$ cat config.mk
export PLATFORM = sky130hd
export DESIGN_NAME = spi_reg_slave_flat
export DESIGN_NICKNAME = d
export VERILOG_FILES = /design/src/rtl/spi_reg_pkg.sv /design/src/rtl/spi_reg_slave_if.sv /design/src/rtl/spi_in_sync.sv /design/src/rtl/spi_reg_slave.sv /design/src/flat_wrapper.sv
export SDC_FILE = /design/constraint.sdc
export NUM_CORES = 1
export LEC_CHECK = 0
export CAP_MARGIN = 30
export CORE_UTILIZATION = 60
export DETAILED_ROUTE_END_ITERATION = 10
export DONT_BUFFER_PORTS = 1
export PLACE_DENSITY_LB_ADDON = 0.25
export SLEW_MARGIN = 20
export SYNTH_ARGS = -nofsm -noshare
export SYNTH_HDL_FRONTEND = slang
export SYNTH_SLANG_ARGS = --single-unit
export TNS_END_PERCENT = 50
$ cat constraint.sdc
create_clock -name clk -period 2.35 [get_ports clk]
set_input_delay 0.235 -clock clk [delete_from_list [all_inputs] [get_ports clk]]
set_output_delay 0.235 -clock clk [all_outputs]
set_load 0.02 [all_outputs]
$ cat src/rtl/spi_reg_pkg.sv
// Shared definitions for the SPI register slave: FSM state encoding and frame geometry.
package spi_reg_pkg;

  localparam int CNT_W = 5;

  localparam logic [CNT_W-1:0] ADDR_BITS  = 5'd8;
  localparam logic [CNT_W-1:0] FRAME_BITS = 5'd24;
  localparam int               READ_FLAG_BIT = 7;

  typedef enum logic [2:0] {
    ST_IDLE    = 3'd0,
    ST_ADDR    = 3'd1,
    ST_DATA_WR = 3'd2,
    ST_DATA_RD = 3'd3,
    ST_DONE    = 3'd4
  } state_t;

endpackage

$ cat src/rtl/spi_reg_slave_if.sv
// Register-bus side of the SPI slave: single-cycle read/write strobes toward the register bank.
interface spi_reg_slave_if #(
  parameter int p_WIDTH_ADDR = 8,
  parameter int p_WIDTH_DATA = 16
);

  logic [p_WIDTH_ADDR-1:0] addr;
  logic [p_WIDTH_DATA-1:0] wdata;
  logic                    wen;
  logic                    ren;
  logic [p_WIDTH_DATA-1:0] rdata;

  modport master (output addr, output wdata, output wen, output ren, input rdata);
  modport slave  (input addr, input wdata, input wen, input ren, output rdata);

endinterface

$ cat src/rtl/spi_in_sync.sv
// N-stage synchronizer for one asynchronous SPI pin, plus edge detect against a delayed copy.
module spi_in_sync #(
  parameter int p_SYNC_STAGES = 2
) (
  input  logic clk,
  input  logic rst,
  input  logic d,
  output logic q,
  output logic rise,
  output logic fall
);

  logic [p_SYNC_STAGES-1:0] sync_q;
  logic                     q_dly;

  always_ff @(posedge clk or posedge rst) begin
    if (rst) begin
      sync_q <= '0;
      q_dly  <= 1'b0;
    end else begin
      sync_q <= {sync_q[p_SYNC_STAGES-2:0], d};
      q_dly  <= sync_q[p_SYNC_STAGES-1];
    end
  end

  assign q    = sync_q[p_SYNC_STAGES-1];
  assign rise = q & ~q_dly;
  assign fall = ~q & q_dly;

endmodule

$ cat src/rtl/spi_reg_slave.sv
// SPI mode-0 slave that turns one address byte plus one data word into a single register-bus strobe.
module spi_reg_slave
  import spi_reg_pkg::*;
#(
  parameter int p_WIDTH_ADDR  = 8,
  parameter int p_WIDTH_DATA  = 16,
  parameter int p_SYNC_STAGES = 2
) (
  input  logic             clk,
  input  logic             rst,
  input  logic             spi_sclk,
  input  logic             spi_cs_n,
  input  logic             spi_mosi,
  output logic             spi_miso,
  output logic             spi_miso_oe,
  output logic             frame_err,
  spi_reg_slave_if.master  bus
);

  logic sclk_lvl_unused, sclk_rise, sclk_fall;
  logic cs_n_s, cs_rise_unused, cs_fall;
  logic mosi_s, mosi_rise_unused, mosi_fall_unused;

  spi_in_sync #(.p_SYNC_STAGES(p_SYNC_STAGES)) u_sync_sclk (
    .clk (clk), .rst (rst), .d (spi_sclk),
    .q (sclk_lvl_unused), .rise (sclk_rise), .fall (sclk_fall)
  );

  spi_in_sync #(.p_SYNC_STAGES(p_SYNC_STAGES)) u_sync_cs (
    .clk (clk), .rst (rst), .d (spi_cs_n),
    .q (cs_n_s), .rise (cs_rise_unused), .fall (cs_fall)
  );

  spi_in_sync #(.p_SYNC_STAGES(p_SYNC_STAGES)) u_sync_mosi (
    .clk (clk), .rst (rst), .d (spi_mosi),
    .q (mosi_s), .rise (mosi_rise_unused), .fall (mosi_fall_unused)
  );

  state_t                  state_q, state_d;
  logic [CNT_W-1:0]        bit_cnt_q;
  logic [p_WIDTH_DATA-1:0] rx_sr_q;
  logic [p_WIDTH_DATA-1:0] tx_sr_q;
  logic [p_WIDTH_ADDR-1:0] addr_q;
  logic [p_WIDTH_DATA-1:0] wdata_q;
  logic                    wen_q, ren_q, frame_err_q, miso_q;
  logic                    cs_seen_high_q;
  logic                    wen_d, ren_d, frame_err_d, addr_ld;
  logic                    in_frame;

  assign in_frame = (state_q == ST_ADDR) || (state_q == ST_DATA_WR) || (state_q == ST_DATA_RD);

  always_ff @(posedge clk or posedge rst) begin
    if (rst) state_q <= ST_IDLE;
    else     state_q <= state_d;
  end

  // A fall only starts a frame once CS_N has been seen high since reset, so a
  // reset in the middle of a frame drops the rest of that frame.
  always_comb begin
    state_d = state_q;
    unique case (state_q)
      ST_IDLE: begin
        if (cs_seen_high_q && cs_fall) state_d = ST_ADDR;
      end
      ST_ADDR: begin
        if (cs_n_s)                       state_d = ST_IDLE;
        else if (bit_cnt_q == ADDR_BITS)  state_d = rx_sr_q[READ_FLAG_BIT] ? ST_DATA_RD : ST_DATA_WR;
      end
      ST_DATA_WR, ST_DATA_RD: begin
        if (bit_cnt_q == FRAME_BITS) state_d = ST_DONE;
        else if (cs_n_s)             state_d = ST_IDLE;
      end
      ST_DONE: begin
        if (cs_n_s) state_d = ST_IDLE;
      end
      default: state_d = ST_IDLE;
    endcase
  end

  always_comb begin
    wen_d       = 1'b0;
    ren_d       = 1'b0;
    frame_err_d = 1'b0;
    addr_ld     = 1'b0;
    unique case (state_q)
      ST_ADDR: begin
        if (cs_n_s) begin
          frame_err_d = 1'b1;
        end else if (bit_cnt_q == ADDR_BITS) begin
          addr_ld = 1'b1;
          ren_d   = rx_sr_q[READ_FLAG_BIT];
        end
      end
      ST_DATA_WR: begin
        if (bit_cnt_q == FRAME_BITS) wen_d = 1'b1;
        else if (cs_n_s)             frame_err_d = 1'b1;
      end
      ST_DATA_RD: begin
        if ((bit_cnt_q != FRAME_BITS) && cs_n_s) frame_err_d = 1'b1;
      end
      default: ;
    endcase
  end

  always_ff @(posedge clk or posedge rst) begin
    if (rst) begin
      bit_cnt_q      <= '0;
      rx_sr_q        <= '0;
      tx_sr_q        <= '0;
      addr_q         <= '0;
      wdata_q        <= '0;
      wen_q          <= 1'b0;
      ren_q          <= 1'b0;
      frame_err_q    <= 1'b0;
      miso_q         <= 1'b0;
      cs_seen_high_q <= 1'b0;
    end else begin
      wen_q          <= wen_d;
      ren_q          <= ren_d;
      frame_err_q    <= frame_err_d;
      cs_seen_high_q <= cs_seen_high_q | cs_n_s;
      if (addr_ld) addr_q  <= rx_sr_q[p_WIDTH_ADDR-1:0];
      if (wen_d)   wdata_q <= rx_sr_q;

      if (state_q == ST_IDLE) begin
        bit_cnt_q <= '0;
        rx_sr_q   <= '0;
        tx_sr_q   <= '0;
        miso_q    <= 1'b0;
      end else begin
        // Counting stops at a full frame; later SCLK rises are ignored.
        if (in_frame && sclk_rise && (bit_cnt_q != FRAME_BITS)) begin
          bit_cnt_q <= bit_cnt_q + 5'd1;
          rx_sr_q   <= {rx_sr_q[p_WIDTH_DATA-2:0], mosi_s};
        end
        // rdata is only valid alongside ren, so the TX word is captured on that cycle.
        if (ren_q) begin
          tx_sr_q <= bus.rdata;
        end else if ((state_q == ST_DATA_RD) && sclk_fall) begin
          miso_q  <= tx_sr_q[p_WIDTH_DATA-1];
          tx_sr_q <= {tx_sr_q[p_WIDTH_DATA-2:0], 1'b0};
        end
      end
    end
  end

  assign spi_miso    = miso_q & (state_q == ST_DATA_RD);
  assign spi_miso_oe = cs_seen_high_q & ~cs_n_s;
  assign frame_err   = frame_err_q;

  assign bus.addr  = addr_q;
  assign bus.wdata = wdata_q;
  assign bus.wen   = wen_q;
  assign bus.ren   = ren_q;

endmodule

$ cat src/flat_wrapper.sv
// flat-port wrapper written by rule: the top's interface ports become plain ports
module spi_reg_slave_flat import spi_reg_pkg::*;
#(
  parameter int p_WIDTH_ADDR  = 8,
  parameter int p_WIDTH_DATA  = 16,
  parameter int p_SYNC_STAGES = 2
)
  (clk, rst, spi_sclk, spi_cs_n, spi_mosi, spi_miso, spi_miso_oe, frame_err, bus_addr, bus_wdata, bus_wen, bus_ren, bus_rdata);
  spi_reg_slave_if #(.p_WIDTH_ADDR(p_WIDTH_ADDR), .p_WIDTH_DATA(p_WIDTH_DATA)) bus_i ();
  input  logic clk;
  input  logic rst;
  input  logic spi_sclk;
  input  logic spi_cs_n;
  input  logic spi_mosi;
  output logic spi_miso;
  output logic spi_miso_oe;
  output logic frame_err;
  output wire logic [$bits(bus_i.addr)-1:0] bus_addr;
  output wire logic [$bits(bus_i.wdata)-1:0] bus_wdata;
  output wire logic [$bits(bus_i.wen)-1:0] bus_wen;
  output wire logic [$bits(bus_i.ren)-1:0] bus_ren;
  input wire logic [$bits(bus_i.rdata)-1:0] bus_rdata;
  assign bus_addr = bus_i.addr;
  assign bus_wdata = bus_i.wdata;
  assign bus_wen = bus_i.wen;
  assign bus_ren = bus_i.ren;
  assign bus_i.rdata = bus_rdata;
  spi_reg_slave #(.p_WIDTH_ADDR(p_WIDTH_ADDR), .p_WIDTH_DATA(p_WIDTH_DATA), .p_SYNC_STAGES(p_SYNC_STAGES)) u_core (.clk(clk), .rst(rst), .spi_sclk(spi_sclk), .spi_cs_n(spi_cs_n), .spi_mosi(spi_mosi), .spi_miso(spi_miso), .spi_miso_oe(spi_miso_oe), .frame_err(frame_err), .bus(bus_i));
endmodule
## Yosys cells after proc, flatten, opt, wreduce, memory -nomap -nowiden

Index checks and enable logic that the tools add are counted.

- Flip-flop bits (word level): 77
- Word-level logic and storage cells: 79

- $add $sub $neg: 1
- Eq/ne operators: 10
- Muxes and demuxes: 29
- Bitwise operators: 9
- Reductions and logical operators: 14

Operator list:

| operator | number |
|---|---|
| $mux 16 | 5 |
| $mux 1 | 15 |
| $mux 3 | 5 |
| $pmux 3 s4 | 1 |
| $mux 5 | 2 |
| $eq 3x2->1 const B | 2 |
| $add 5x1->5 const B | 1 |
| $and 1x1->1 | 5 |
| $eq 5x4->1 const B | 1 |
| $eq 5x5->1 const B | 1 |
| $logic_and 1x1->1 | 5 |
| $ne 5x5->1 const B | 1 |
| $reduce_and 2->1 | 2 |
| $reduce_bool 2->1 | 2 |
| $eq 3x1->1 const B | 1 |
| $eq 3x3->1 const B | 1 |
| $logic_not 3->1 | 1 |
| $ne 3x3->1 const B | 1 |
| $not 1->1 | 3 |
| $pmux 1 s3 | 1 |
| $reduce_bool 3->1 | 1 |
| $logic_or 1x1->1 | 2 |
| $ne 2x1->1 const B | 1 |
| $ne 2x2->1 const B | 1 |
| other kinds (2) | 2 |

## Logic depth before layout (Yosys ltp)

- Word-level depth: 7
- Depth in mapped cells: 8
- Gate-level depth less buffers: 6

## By module

Synthesis repeated with hierarchy kept, for this count alone.

- Cells, all modules: 299
- Area, all modules: 3303.2 um^2

Modules (own cells, without submodules):

| module | times used | cells each | area an instance (um^2) | sequential area each (um^2) |
|---|---|---|---|---|
| spi_reg_slave | 1 | 281 | 3021.6 | 1726.7 |
| spi_in_sync | 3 | 6 | 93.8 | 75.1 |

## Least setup slack after synthesis

No wires, ideal clock.

- Path kind: reg2reg
- Start: reg u_core.bit_cnt_q[0]
- End: reg u_core.wdata_q[1], in the netlist u_core.bus.wdata[1]
- Library setup time: 125 ps
- Arrival: 1690 ps
- Setup slack: 535 ps
- Stages on the path, launching flop included: 9
- Cell sequence: dfrtp_1 -> inv_1 -> ha_1 -> and4b_1 -> buf_4 -> nand3b_2 -> nor2_4 -> buf_6 -> mux2_2

- Word-level cells in the longest chain between the ends: 3

RTL lines:

| element | RTL line | RTL |
|---|---|---|
| from (decl) | spi_reg_slave.sv:40 | `logic [CNT_W-1:0] bit_cnt_q;` |
| from (signal assigned) | spi_reg_slave.sv:133 | `bit_cnt_q <= bit_cnt_q + 5'd1;` |
| $eq 5x5->1 | spi_reg_slave.sv:95 | `if (bit_cnt_q == FRAME_BITS) wen_d = 1'b1;` |
| $mux 1 | spi_reg_slave.sv:95 |  |
| $mux 1 | spi_reg_slave.sv:85 | `unique case (state_q)` |
| named net u_core.wen_d | spi_reg_slave.sv:47 | `logic wen_d, ren_d, frame_err_d, addr_ld;` |
| to (signal assigned) | spi_reg_slave.sv:123 | `if (wen_d) wdata_q <= rx_sr_q;` |
| to (decl) | spi_reg_slave.sv:44 | `logic [p_WIDTH_DATA-1:0] wdata_q;` |

The timed path passes the listed nets, and every way through them passes these cells.
A chain may end at the register's enable or synchronous reset.

## Worst setup path in the final report

- Start: reg u_core.bit_cnt_q[0]
- End: reg u_core.wdata_q[1], in the netlist u_core.bus.wdata[1]

- Word-level cells in the longest chain between the ends: 3

RTL lines:

| element | RTL line |
|---|---|
| $eq 5x5->1 | spi_reg_slave.sv:95 |
| $mux 1 | spi_reg_slave.sv:95 |
| $mux 1 | spi_reg_slave.sv:85 |

Every way passes these cells.

==> flow_summary.json <==
{
  "ys_types": 39,
  "rrSetupSlack_ns": 0.39,
  "die_x_microns": 75.9,
  "finalWeightedCongestion": 0.827,
  "final_cell_count_no_fill": 357,
  "ys_seq_area_share_pct": 58.8,
  "status": "completed",
  "cts_sinks": 77,
  "yosys-top-cells-area": "dfrtp_1 59%, mux2_2 6.9%, nand2_1 6.2%",
  "std_cell_rows": 26,
  "slowest_stage": "dfrtp_1",
  "powerDensity_nw_per_um2": 747,
  "ir_drop_v": 0.000474,
  "hold_viol_final": 0,
  "path_clk_slew_ns": 0.08,
  "crit_arrival_ns": 2.19,
  "required_ns": 2.57,
  "yosys.area_share.adder_pct": 0.764,
  "grt_pass1_wl_mm": 9.16,
  "core_area_sq_um": 5170,
  "grt_setup_unrepaired": "no",
  "cts_max_level": 3,
  "worstHoldStart": "bus_rdata[13]",
  "grt_max_degree": 42,
  "synth_edf_count": 0,
  "die_h_microns": 75.9,
  "tightest_slew_ns": 0.720,
  "portBuffers": 0,
  "grt_antenna_before_repair": 0,
  "hold_end": "u_core.tx_sr_q[13]",
  "clockBufferDepth": 2,
  "rr_worst_depth": 7,
  "finalCritPeriodShare_pct": 83.6,
  "fmax_mhz": 509,
  "io_pins": 50,
  "whs_path_depth": 2,
  "cts_tree": "done",
  "synthFlopType": "dfrtp_1",
  "leakagePower_nw": 1.57,
  "netlist_instances": 278,
  "vias": 2032,
  "clockRootBuffer": "clkbuf_8",
  "slowest_delay_ns": 0.42,
  "synth.area.mux_share_pct": 8.86,
  "avgViaCountPerCell": 5.69,
  "clk_latency_ns": 0.34,
  "synth_top_cell_by_area": "dfrtp_1",
  "track_usage_pct": 22.2,
  "tns_ns": 0,
  "synth_top_area_share_pct": 58.8,
  "yosys.area_share.simple_pct": 16.2,
  "initial_core_util_pct": 63.3,
  "cts_buffers": 9,
  "wl_per_cell_microns": 16.0,
  "yosys_warnings": 0,
  "hold_class": "input pin to flip-flop",
  "slew_violations": 0,
  "syn_area_sq_um": 3280,
  "r2r_start": "u_core.bit_cnt_q[0]",
  "drc": 0,
  "synth_seq_cells": 77,
  "synth_fp_nets": 301,
  "yosys-top-cells-count": "77 x dfrtp_1, 54 x nand2_1, 20 x mux2_2",
  "finClkSkew_ns": 0.00800,
  "critPathKind": "flip-flop to flip-flop",
  "n_antenna_cell": 0,
  "holdWs_ns": 0.0197,
  "cp_num_buf_inv": 2,
  "post-place-ws_ns": 0.404,
  "synth_top_family_by_area": "simple AND/OR/NAND/NOR gates",
  "nNetsFinal": 306,
  "end_kind": "flip-flop",
  "synthXorXnorAreaFrac_pct": 0.535,
  "slew_headroom_pct": 51.9,
  "post_cts_buffers": 0,
  "setup_ws_ns": 0.386,
  "start_kind": "flip-flop",
  "dieArea_sq_um": 5760,
  "final_area_sq_um": 3520,
  "holdBufCountCts": 4,
  "routed_wl_mm": 5.71,
  "cts_resized": 0,
  "async_flop_share_pct": 100,
  "syn_area_per_cell_sq_um": 11.8,
  "drive_above_1_share_pct": 19.5,
  "cp_max_fo": 10,
  "path_delay_family": "simple AND/OR/NAND/NOR gates",
  "drv_cap": 0,
  "syn_to_final_growth_pct": 7.33,
  "grt.overflow.total": 0,
  "period_needed_ns": 1.96,
  "dp_cells": 338,
  "synth_compound_area_share_pct": 10.4,
  "postPlaceCellArea_sq_um": 3300,
  "cp_cell_sequence": "inv_1, ha_1, and4b_1, nand3b_2, nor2_4, buf_4, mux2_2",
  "setup_viol": 0,
  "drt-initial-drc-count": 141,
  "yosysMostFrequentCell": "dfrtp_1",
  "first_pass_iters": 4,
  "grt_pass1_vias": 1937,
  "dp_hpwl_mm": 3.80,
  "r2r-end": "u_core.bus.wdata[1]",
  "antenna_left": 0
}
-- layout by cell type (no fill, tap or decap), types with 2 or more instances in the layout --
cell           instances
a21oi_1                4
and2_1                 2
buf_4                  5
clkbuf_8              11
clkinv_2               4
dfrtp_1               77
dlygate4sd3_1          4
ha_1                   2
inv_1                  5
mux2_1                 4
mux2_2                20
mux2i_1                2
nand2_1               54
nand2b_1              18
nand3_1                3
nor2_1                11
nor3_1                 2
nor3b_1                2
o21ai_0               17
o21ai_1                3
o221ai_1               6
o221ai_2               8
o31ai_1                3
or2_2                  2
xnor2_1                2
-- kinds of logic after synthesis --
kind of cell / after synthesis
AO/OA/AOI/OAI: 44
flip-flops: 77
multiplexers: 26
adder cells (fa/ha/maj): 2
XOR/XNOR: 2
buffers and inverters: 22
AND/OR/NAND/NOR: 105
-- metal layers --
metal | routed length [microns] | global-route usage (%) | up-vias
li1 | - | - | 964
met1 | 2560 | 28.4 | 1010
met2 | 2680 | 34.3 | 48
met3 | 371 | 7.94 | 10
met4 | 91 | 9.88 | 0
met5 | 0 | 0 | -
-- power by group --
group / internal [mW] / leakage (nW) / total (mW) / switching, mW
clock network: 0.432 / 0.0949 / 0.885 / 0.454
logic: 0.0907 / 0.428 / 0.332 / 0.241
registers: 1.36 / 1.05 / 1.41 / 0.0494
-- worst max-delay path by stage --
stage | slack (ns) | end | depth (start not counted) | start
final | 0.39 | u_core.bus.wdata[1] | 7 | u_core.bit_cnt_q[0]
after global routing | 0.19 | u_core.bus.addr[1] | 6 | u_core.bit_cnt_q[0]
after CTS | 0.39 | u_core.bus.wdata[1] | 7 | u_core.bit_cnt_q[0]
after detailed placement | 0.40 | u_core.bus.wdata[1] | 7 | u_core.bit_cnt_q[0]
after global placement | 0.46 | u_core.bus.wdata[0] | 7 | u_core.bit_cnt_q[0]
after floorplan | 0.15 | u_core.bit_cnt_q[0] | 1 | rst
-- cell type report --
type | count | area (sq um)
clock inverters | 4 | 23.8
flip-flops and latches | 77 | 1930
clock buffers | 11 | 151
multi-input cells | 179 | 1200
fillers | 398 | 1660
well taps | 70 | 87.6
repair buffers | 10 | 97.6
inverters | 6 | 23.8
-- stage by stage --
step           util [%]  total power, mW
2_1_floorplan         -             1.70
3_3_place_gp       63.8             1.76
6_report           68.0             2.63
5_1_grt            68.0             2.73
4_1_cts            68.0             2.64
3_5_place_dp       63.8             1.76
-- worst register-to-register path, delay by kind of cell (launching register included) --
kind | cells | cell delay [ns]
flip-flops | 1 | 0.42
buffers and inverters | 2 | 0.27
AND/OR/NAND/NOR | 3 | 0.65
adder cells (fa/ha/maj) | 1 | 0.16
multiplexers | 1 | 0.35
-- sequential cells by signal, summed over array words and instances, names as in the netlist --
signal                     cells
u_core.bus.wdata              16
u_core.rx_sr_q                16
u_core.tx_sr_q                16
u_core.bus.addr                8
u_core.bit_cnt_q               5
u_core.state_q                 3
u_core.u_sync_cs.sync_q        2
u_core.u_sync_mosi.sync_q      2
u_core.u_sync_sclk.sync_q      2
u_core.bus.ren                 1
u_core.bus.wen                 1
u_core.cs_seen_high_q          1
u_core.frame_err               1
u_core.miso_q                  1
u_core.u_sync_cs.q_dly         1
u_core.u_sync_sclk.q_dly       1
Power figures use the tool's default switching activity.
==> RTL edit 1 (config.mk and constraints unchanged) <==
`p_WIDTH_ADDR` is set to 8 in 3 places; all go to 7.
--- a/src/rtl/spi_reg_slave_if.sv
+++ b/src/rtl/spi_reg_slave_if.sv
@@ -1,6 +1,6 @@
 // Register-bus side of the SPI slave: single-cycle read/write strobes toward the register bank.
 interface spi_reg_slave_if #(
-  parameter int p_WIDTH_ADDR = 8,
+  parameter int p_WIDTH_ADDR = 7,
   parameter int p_WIDTH_DATA = 16
 );
 
--- a/src/rtl/spi_reg_slave.sv
+++ b/src/rtl/spi_reg_slave.sv
@@ -2,7 +2,7 @@
 module spi_reg_slave
   import spi_reg_pkg::*;
 #(
-  parameter int p_WIDTH_ADDR  = 8,
+  parameter int p_WIDTH_ADDR  = 7,
   parameter int p_WIDTH_DATA  = 16,
   parameter int p_SYNC_STAGES = 2
 ) (
--- a/src/flat_wrapper.sv
+++ b/src/flat_wrapper.sv
@@ -1,7 +1,7 @@
 // flat-port wrapper written by rule: the top's interface ports become plain ports
 module spi_reg_slave_flat import spi_reg_pkg::*;
 #(
-  parameter int p_WIDTH_ADDR  = 8,
+  parameter int p_WIDTH_ADDR  = 7,
   parameter int p_WIDTH_DATA  = 16,
   parameter int p_SYNC_STAGES = 2
 )
Interface: changed (resized bus_addr); port bits go from 50 to 49. No check against the original RTL was run, so the function may have changed too.
==> RTL edit 1 against the original RTL <==
Power down 1.1%. Design area decreased by 3.9%. Sequential share of layout area increased by 1.5 points. Area after synthesis is 4.9% lower. Critical path depth decreased by 2. Routed wire length down 1.2%. Setup slack worse by 0.042 ns. Sequential cell count decreased by 1. Critical path type unchanged.
==> RTL edit 1: results (changes against the original RTL) <==
metric;value;unit;change
status;finished clean;;unchanged
dpl cells;291;;was 338
hold_ws;0.0241;ns;was 0.0197 ns
detailed-placement wirelength estimate;3.86;mm;was 3.80 mm
top cells by area, synth;dfrtp_1 61%, mux2_2 8.0%, a22o_1 7.9%, a21o_1 2.7%, a21oi_1 1.1%;;was dfrtp_1 59%, mux2_2 6.9%, nand2_1 6.2%, o221ai_2 3.7%, nand2b_1 3.4%
Pleak;1.69;nW;was 1.57 nW
DR vias/cell;6.04;;was 5.69
sequential element share of the synthesized area;61.0;%;was 58.8%
Tot GR Track Use;22.4;%;was 22.2%
core area;0.00485;sq mm;was 0.00517 sq mm
min-delay src;bus_rdata[0];;was bus_rdata[13]
fin nets;262;;was 306
R2R depth;5;;was 7
gate count of the mapped netlist;229;;was 278
layout cell share with drive strength beyond 1;22.1;%;was 19.5%
critical path arrival;2.24;ns;was 2.19 ns
Synth top cells by count;76 x dfrtp_1, 28 x a22o_1, 22 x mux2_2, 11 x a21o_1, 9 x nand2_1;;was 77 x dfrtp_1, 54 x nand2_1, 20 x mux2_2, 18 x nand2b_1, 17 x o21ai_0
met2 WL;2.83;mm;was 2.68 mm
drt wl/cell;18.1;microns;was 16.0 microns
Least-Margin Pin Slew;0.788;ns;was 0.720 ns
number of global-route vias before repair;1836;;was 1937
R2R setup slack;0.34;ns;was 0.39 ns
first-pass GRT wire length;8.90;mm;was 9.16 mm
final RePlAce weighted congestion;0.809;;was 0.827
met3 WL;287;microns;was 371 microns
largest net degree at the start of global routing;32;;was 42
CP max FO;8;;was 10
DRT met1 WL;2.38;mm;was 2.56 mm
Hold EP;u_core.tx_sr_q[0];;was u_core.tx_sr_q[13]
Post-Syn Nets;252;;was 301
DRT iter0 DRCs;104;;was 141
final std cells w/o fill;311;;was 357
## RTL edit 1: changes by cell type after synthesis, sizes merged, moves of 4 or more
cell / delta
a22o: +28
clkbuf: -4
nand2: -45
nor2: -4
a21o: +11
nand2b: -13
o21ai: -16
o221ai: -13
## RTL edit 1: worst register-to-register path, delay by kind of cell (launching register included)
kind                       cells  cell delay (ns)
muxes                          1             0.38
buffers and inverters          1             0.08
and+or+nand+nor                2             0.81
DFF                            1             0.42
adders and majority gates      1             0.20
## RTL edit 1: per-stage QoR
stage                     utilization, %  worst slack [ns]  power (mW)
after floorplan                        -             0.177        1.66
after global placement              65.2             0.413        1.71
after detailed placement            65.2             0.338        1.73
after CTS                           69.7             0.330        2.62
after global routing                69.7             0.194        2.69
final                               69.7             0.344        2.60
## RTL edit 1: repair_timing
| item | CTS | global route |
|---|---|---|
| hold buffers | 4 | 0 |
| setup endpoints to repair | 0 | 0 |
| endpoints found under the hold margin | 27 | 0 |
| gates resized for setup | 0 | 0 |
## RTL edit 1: layout make-up
cell class	count	area (sq um)
clock buffer	13	159
tap	67	83.8
clock inverter	3	21.3
fill	350	1470
sequential	76	1900
multi-input combinational	134	1090
timing repair buffer	11	92.6
inverter	7	26.3
## RTL edit 1: cells by family after synthesis
group | share of synthesized area [%]
compound gates | 14.5
fa+ha+maj | 0.803
buf+inv | 3.81
flops | 61.0
mux | 9.32
simple gates | 10.5
## RTL edit 1: power by group
group / leakage, nW / internal, mW / total, mW / switching, mW
combinational: 0.568 / 0.102 / 0.309 / 0.207
sequential: 1.03 / 1.34 / 1.40 / 0.0616
clock: 0.0896 / 0.442 / 0.887 / 0.445
## RTL edit 1: metal layers
layer  vias to the layer above  track usage (%)
met5                         -                0
met3                        11             5.96
met2                        54             35.3
met4                         0             12.2
li1                        854                -
met1                       959             28.7
==> RTL edit 2 (same flow settings) <==
Made on the original files. Put a register stage on the outputs `spi_miso` and `spi_miso_oe`, with the module's reset. The values now appear one clock later. The other outputs are not delayed to match.
--- a/src/rtl/spi_reg_slave.sv
+++ b/src/rtl/spi_reg_slave.sv
@@ -144,8 +144,15 @@
     end
   end
 
-  assign spi_miso    = miso_q & (state_q == ST_DATA_RD);
-  assign spi_miso_oe = cs_seen_high_q & ~cs_n_s;
+  always_ff @(posedge clk or posedge rst) begin
+    if (rst) begin
+      spi_miso    <= '0;
+      spi_miso_oe <= '0;
+    end else begin
+      spi_miso    <= miso_q & (state_q == ST_DATA_RD);
+      spi_miso_oe <= cs_seen_high_q & ~cs_n_s;
+    end
+  end
   assign frame_err   = frame_err_q;
 
   assign bus.addr  = addr_q;
Formal check against the unedited RTL: not equivalent (a bounded check fails within 4 cycles, from zero or initial values and one cycle with rst high).
==> RTL edit 2 against the original RTL <==
Routed wire length up 8.6%. Sequential cell count grew 2. Global-route usage rose by 1.1 points. Count of clock-buffer cells in the layout is 2 lower. Utilization is 2.5 points higher. Design area is 5.1% higher. Area after synthesis rose by 1.8%. Final cell count is 1.4% lower. Hold slack lost 0.0026 ns. Setup slack improved by 0.028 ns. Critical path depth down 2. Critical endpoint is now u_core.bus.wdata[6].
Power is not compared: it rests on default switching activity, and its combinational part moved more than twofold at a synthesized area within 25%.
==> RTL edit 2: results (changes against the original RTL) <==
metric;value;unit;change
DRT iter0 DRCs;108;;was 141
Synth top cells by count;79 x dfrtp_1, 25 x nand2_1, 21 x mux2_2, 19 x mux2i_1, 18 x nand2b_1;;was 77 x dfrtp_1, 54 x nand2_1, 20 x mux2_2, 18 x nand2b_1, 17 x o21ai_0
final RePlAce weighted congestion;0.799;;was 0.827
Hold EP;u_core.tx_sr_q[5];;was u_core.tx_sr_q[13]
dpl ws;0.420;ns;was 0.404 ns
cts-stage hold buffer count;12;;was 4
Post-Syn Nets;287;;was 301
CP max FO;17;;was 10
met2 WL;2.88;mm;was 2.68 mm
hold_ws;0.0171;ns;was 0.0197 ns
number of global-route vias before repair;2181;;was 1937
met3 WL;315;microns;was 371 microns
DRT met1 WL;2.86;mm;was 2.56 mm
Setup Skew;0.00349;ns;was 0.00800 ns
first-pass GRT wire length;10.5;mm;was 9.16 mm
Slowest-stage cell, CP;and3b_2;;was dfrtp_1
routing usage on met2;35.9;%;was 34.3%
drt wl/cell;17.6;microns;was 16.0 microns
Tot GR Track Use;23.3;%;was 22.2%
critical path arrival;2.17;ns;was 2.19 ns
sequential share of power;55.6;%;
layout cell share with drive strength beyond 1;18.8;%;was 19.5%
R2R depth;5;;was 7
min-delay src;bus_rdata[5];;was bus_rdata[13]
hold crit path type;input pin to register;;unchanged
met3 usage;5.03;%;was 7.94%
met1 Use GR;30.8;%;was 28.4%
top cells by area, synth;dfrtp_1 59%, mux2_2 7.1%, mux2i_1 5.7%, a32oi_1 3.7%, nand2b_1 3.4%;;was dfrtp_1 59%, mux2_2 6.9%, nand2_1 6.2%, o221ai_2 3.7%, nand2b_1 3.4%
largest net degree at the start of global routing;69;;was 42
Largest stage delay, worst path;0.50;ns;was 0.42 ns
vias;2054;;was 2032
Final Cycle Share;82.4;%;was 83.6%
R2R setup slack;0.41;ns;was 0.39 ns
fin nets;300;;was 306
status;finished clean;;unchanged
detailed-placement wirelength estimate;3.79;mm;was 3.80 mm
[RTL edit 2: final cells by class]
| cell class | instances | area, sq um |
|---|---|---|
| timing repair buffer | 18 | 178 |
| sequential | 79 | 1980 |
| tap | 70 | 87.6 |
| clock buffer | 9 | 124 |
| clock inverter | 7 | 72.6 |
| fill | 372 | 1540 |
| multi-input combinational | 163 | 1230 |
| inverter | 6 | 23.8 |
[RTL edit 2: logic make-up after synthesis]
group / Yosys count / share of synthesized area [%]
AO/OA/AOI/OAI: 44 / 9.12
adder cells (fa/ha/maj): 2 / 0.750
buffers and inverters: 22 / 3.83
flip-flops: 79 / 59.3
multiplexers: 43 / 14.1
AND/OR/NAND/NOR: 74 / 12.9
[RTL edit 2: through the flow]
stage               cells  power [mW]
finish                352        2.49
global route          352        2.57
CTS                   352        2.50
detailed placement    324        1.49
global placement      324        1.49
floorplan             264        1.47
